## src/rtl/par_to_serial.sv

```systemverilog
// ---------------------------------------------------------------------------
// par_to_serial
//
// Parallel-to-serial transmitter stage. Takes one byte from the upstream mux
// every 8 clocks and shifts it out MSB first on a single-bit lane. After every
// reset it first sends SYNC_SYMBOLS idle/COM symbols. Once that sync sequence
// is done it sends dataIn when validIn is high, and IDLE_BYTE otherwise.
//
// Ports
//   clk       in   1  single clock, rising edge
//   reset     in   1  asynchronous, active-low reset
//   dataIn    in   8  parallel byte, sampled only at load edges
//   validIn   in   1  dataIn qualifier, sampled only at load edges
//   dataOut   out  1  registered serial bit, MSB of each symbol first
//   frameOut  out  1  registered, high while dataOut carries bit 7 of a symbol
//   loadOut   out  1  combinational, high when the next edge samples dataIn
//   syncDone  out  1  registered, high once the last sync symbol is loaded
// ---------------------------------------------------------------------------
module par_to_serial #(
    parameter logic [7:0]  IDLE_BYTE    = 8'hBC,
    parameter int unsigned SYNC_SYMBOLS = 4        // legal range 1..255
) (
    input  logic       clk,
    input  logic       reset,
    input  logic [7:0] dataIn,
    input  logic       validIn,
    output logic       dataOut,
    output logic       frameOut,
    output logic       loadOut,
    output logic       syncDone
);

    typedef enum logic {
        ST_SYNC = 1'b0,
        ST_RUN  = 1'b1
    } state_t;

    localparam logic [7:0] SYNC_LAST = 8'(SYNC_SYMBOLS - 1);

    state_t     state_q, state_d;
    logic [2:0] cnt_q, cnt_d;
    logic [7:0] sh_q, sh_d;
    logic [7:0] sym_cnt_q, sym_cnt_d;
    logic       data_q, data_d;
    logic       frame_q, frame_d;
    logic       sync_done_q, sync_done_d;

    logic       load_edge;
    logic [7:0] sel_byte;

    // cnt==7 marks the last bit of the current symbol, so the next edge loads.
    // Reset parks cnt at 7, which makes the first edge after release a load edge.
    assign load_edge = (cnt_q == 3'd7);

    // Input data is never selected during sync, whatever validIn says.
    assign sel_byte = (state_q == ST_RUN && validIn) ? dataIn : IDLE_BYTE;

    always_comb begin
        // NOTE: every signal gets a default here first, so no path through the
        // block can leave one unassigned and infer a latch.
        state_d     = state_q;
        cnt_d       = cnt_q + 3'd1;
        sh_d        = {sh_q[6:0], 1'b0};
        sym_cnt_d   = sym_cnt_q;
        data_d      = sh_q[7];
        frame_d     = 1'b0;
        sync_done_d = sync_done_q;

        if (load_edge) begin
            data_d  = sel_byte[7];
            sh_d    = {sel_byte[6:0], 1'b0};
            frame_d = 1'b1;
            cnt_d   = 3'd0;

            if (state_q == ST_SYNC) begin
                sym_cnt_d = sym_cnt_q + 8'd1;
                if (sym_cnt_q == SYNC_LAST) begin
                    state_d     = ST_RUN;
                    sync_done_d = 1'b1;
                end
            end
        end
    end

    // NOTE: sequential state uses non-blocking assignments only, so every flop
    // samples its pre-edge value of the others. The reset is asynchronous, and
    // it clears the lane and restarts the sync sequence without waiting for a clock.
    always_ff @(posedge clk or negedge reset) begin
        if (!reset) begin
            state_q     <= ST_SYNC;
            cnt_q       <= 3'd7;
            sh_q        <= 8'h00;
            sym_cnt_q   <= 8'h00;
            data_q      <= 1'b0;
            frame_q     <= 1'b0;
            sync_done_q <= 1'b0;
        end else begin
            state_q     <= state_d;
            cnt_q       <= cnt_d;
            sh_q        <= sh_d;
            sym_cnt_q   <= sym_cnt_d;
            data_q      <= data_d;
            frame_q     <= frame_d;
            sync_done_q <= sync_done_d;
        end
    end

    assign dataOut  = data_q;
    assign frameOut = frame_q;
    assign syncDone = sync_done_q;
    // Gated by reset so that loadOut drops immediately while reset is held.
    assign loadOut  = reset && load_edge && (state_q == ST_RUN);

endmodule

```

## config.mk

```make
export PLATFORM = sky130hd
export DESIGN_NAME = par_to_serial
export DESIGN_NICKNAME = d
export VERILOG_FILES = /design/src/rtl/par_to_serial.sv
export SDC_FILE = /design/constraint.sdc
export NUM_CORES = 1
export LEC_CHECK = 0
export ABC_AREA = 1
export CAP_MARGIN = 15
export CORE_MARGIN = 2
export CORE_UTILIZATION = 45
export DETAILED_ROUTE_END_ITERATION = 12
export DONT_BUFFER_PORTS = 1
export SYNTH_ARGS = -nofsm -noshare
export SYNTH_HDL_FRONTEND = slang
export SYNTH_SLANG_ARGS = --single-unit
```

## constraint.sdc

```tcl
create_clock -name clk -period 1.7 [get_ports clk]
set_input_delay 0 -clock clk [delete_from_list [all_inputs] [get_ports clk]]
set_output_delay 0 -clock clk [all_outputs]
set_load 0.01 [all_outputs]
```

==> results.tsv <==
metric	value	unit
Max rail drop VDD	432	µV
Tmin final	1.57	ns
Critical Path End Type	output pin	
Worst setup SP type	flip-flop	
share of Yosys cell area claimed by the top area cell type	48.5	%
met1 Use GR	21.9	%
H-tree Lvls	1	
max cap viols	0	
crit path DAT	1.57	ns
Final period util	92.6	%
placed wire-length estimate	1140	µm
Total GRT Usage	16.8	%
Worst Max-Slew Pin Slew	0.985	ns
DR vias/cell	4.64	
PD cells	697	nW/µm²
origin of the critical flop-to-flop path	cnt_q[0]	
ratio of cells with drive above 1 in the final layout	16.4	%
most used routing layer	met2	
DR pass1 iterations	4	
synth top area cells	dfrtp_1 (48%), nand2_1 (13%), dfstp_2 (8.0%)	
Core Util, Final	58.1	%
Clock transition at path regs	0.11	ns
Final Hold Viols	0	
most frequent cells after synthesis	nand2_1 (35), dfrtp_1 (19), inv_1 (11)	
hold_sp	reset	
vias in the first global route	739	
setup TNS	0	ns
sequential fraction of the synthesis area	56.5	%
Post-synth ARST share	100	%
Post-Syn Area per Cell	9.25	µm²
total grt overflow	0	
leading area contributor after synthesis	dfrtp_1	
DRC viols	0	
Ant. Diodes	0	
worst-path fanout max	4	
Post-synth EDFFs	0	
Yosys reg bits	22	
TritonCTS clock tree	yes	
WL/cell	11.6	µm
die area	2570	µm²
Longest Clk Path Bufs	2	
Worst Hold Class	primary input to output pin	
DRT iter0 DRCs	8	
fill count	192	
Yosys cell types	19	
fmax	0.635	GHz
synthesized net count	121	
largest net degree at the start of global routing	23	
Buffers on Ports	0	
cell count after synthesis	106	
post-route ant nets	0	
Ys Warns	0	
Clock Latency Late Sink	0.30	ns
kind of critical path	flip-flop to output pin	
Design Area, Final	1160	µm²
first-pass GRT wire length	3140	µm
met3 Usage GRT	3.57	%
CTS buffer count	3	
initial antenna violation count	0	
outcome	complete, no violations	
Main synth FF type	dfrtp_1	
Placer Congestion	0.731	
Place WS	0.180	ns
FP Rows	16	
GR Layer Usage met2	27.2	%
Core Footprint	2000	µm²
number of primary I/O pins	15	
Worst EP required	1.70	ns
Post-CTS Setup Inserts	0	
final WL	1720	µm
Slew Limit Fails	0	
Die X	50.7	µm
crit path from	cnt_q[0]	
synthesis-to-layout area growth	18.6	%
post-layout worst setup margin	0.126	ns
Post-DP Area	1030	µm²
count leader, synth	nand2_1	
detailed-route via count	692	
setup violators final	0	
Layout Nets	138	
Max Clock Skew	0.00659	ns
DIE HEIGHT	50.7	µm
RSZ-0062 raised after global routing	false	
clk root buf	clkbuf_4	
initial core utilization	49.0	%
Slew headroom	34.1	%
Synth Cell Area	981	µm²
Sink Count	22	
leak pwr	0.576	nW
minimum hold slack	0.114	ns
## cell usage in the layout (no fill, tap or decap)
master,synthesis,layout
nor2_4,2,2
nand3_1,4,4
xnor2_1,3,3
buf_4,0,3
dfstp_2,3,3
nand2_1,35,35
xor2_1,1,1
dlygate4sd3_1,0,10
nor3_1,1,1
nand3_2,2,2
ha_2,0,1
o21ai_1,1,1
dfrtp_1,19,19
nand2_2,1,1
nor3b_1,1,1
inv_1,11,11
ha_1,4,3
inv_2,2,2
clkbuf_4,0,3
nor2_1,6,5
clkbuf_1,0,1
nor2_2,2,3
o21ai_0,7,7
## stage by stage
step / std cells / total power, mW
6_report: 149 / 0.811
2_1_floorplan: 106 / 0.551
4_1_cts: 149 / 0.832
3_3_place_gp: 135 / 0.553
5_1_grt: 149 / 0.851
3_5_place_dp: 135 / 0.554
## timing repair
action	4_1_cts	5_1_grt
endpoints found under the setup margin	0	1
resized for setup	0	2
endpoints found under the hold margin	30	0
hold buffers	10	0
## cell families after synthesis
group	count (synthesis)	synth area share, %
flops	22	56.5
xor+xnor	4	3.57
fa+ha+maj	4	5.10
simple gates	54	25.3
buf+inv	14	5.48
compound gates	8	4.08
## critical path, stage by stage, from the launching register on
cell and delay (ns):
dfstp_2 0.55, ha_1 0.17, ha_2 0.23, buf_4 0.13, nand2_1 0.06, nor2_2 0.14
## cell type report
cell class | instances | area, µm² | share of cell area (%)
timing repair buffer | 13 | 123 | 10.5
sequential | 22 | 554 | 47.6
tap | 27 | 33.8 | 2.90
inverter | 13 | 48.8 | 4.19
multi-input combinational | 70 | 378 | 32.5
clock buffer | 4 | 26.3 | 2.26
## sequential cells by signal, indices dropped and copies added (netlist names)
name and cells:
cnt_q 3, dataOut 1, frameOut 1, sh_q 7, state_q 1, sym_cnt_q 8, syncDone 1
## worst paths after layout
path                                end  cells past startpoint  slack, ns
setup / recovery                loadOut                      5       0.13
hold / removal                  loadOut                      2       0.11
setup reg to reg           sym_cnt_q[5]                      7       0.19
hold reg to reg                 sh_q[6]                      2       0.47
max in group asynchronous       sh_q[3]                      1       0.81
min in group asynchronous      syncDone                      1       0.30
## where the power goes
group | internal [mW] | switching (mW) | total (mW)
clock | 0.0914 | 0.147 | 0.238
combinational | 0.0187 | 0.0186 | 0.0372
sequential | 0.532 | 0.00328 | 0.535
total | 0.642 | 0.169 | 0.811
## per-layer routing
layer  wire (µm)  part of all wire (%)  vias to the layer above
li1            -                     -                      357
met1         864                    50                      324
met2         797                    46                        9
met3          45                   2.6                        2
met4          15                  0.87                        0
met5           0                     0                        -
Note: power is estimated with default switching activity, not from simulation.
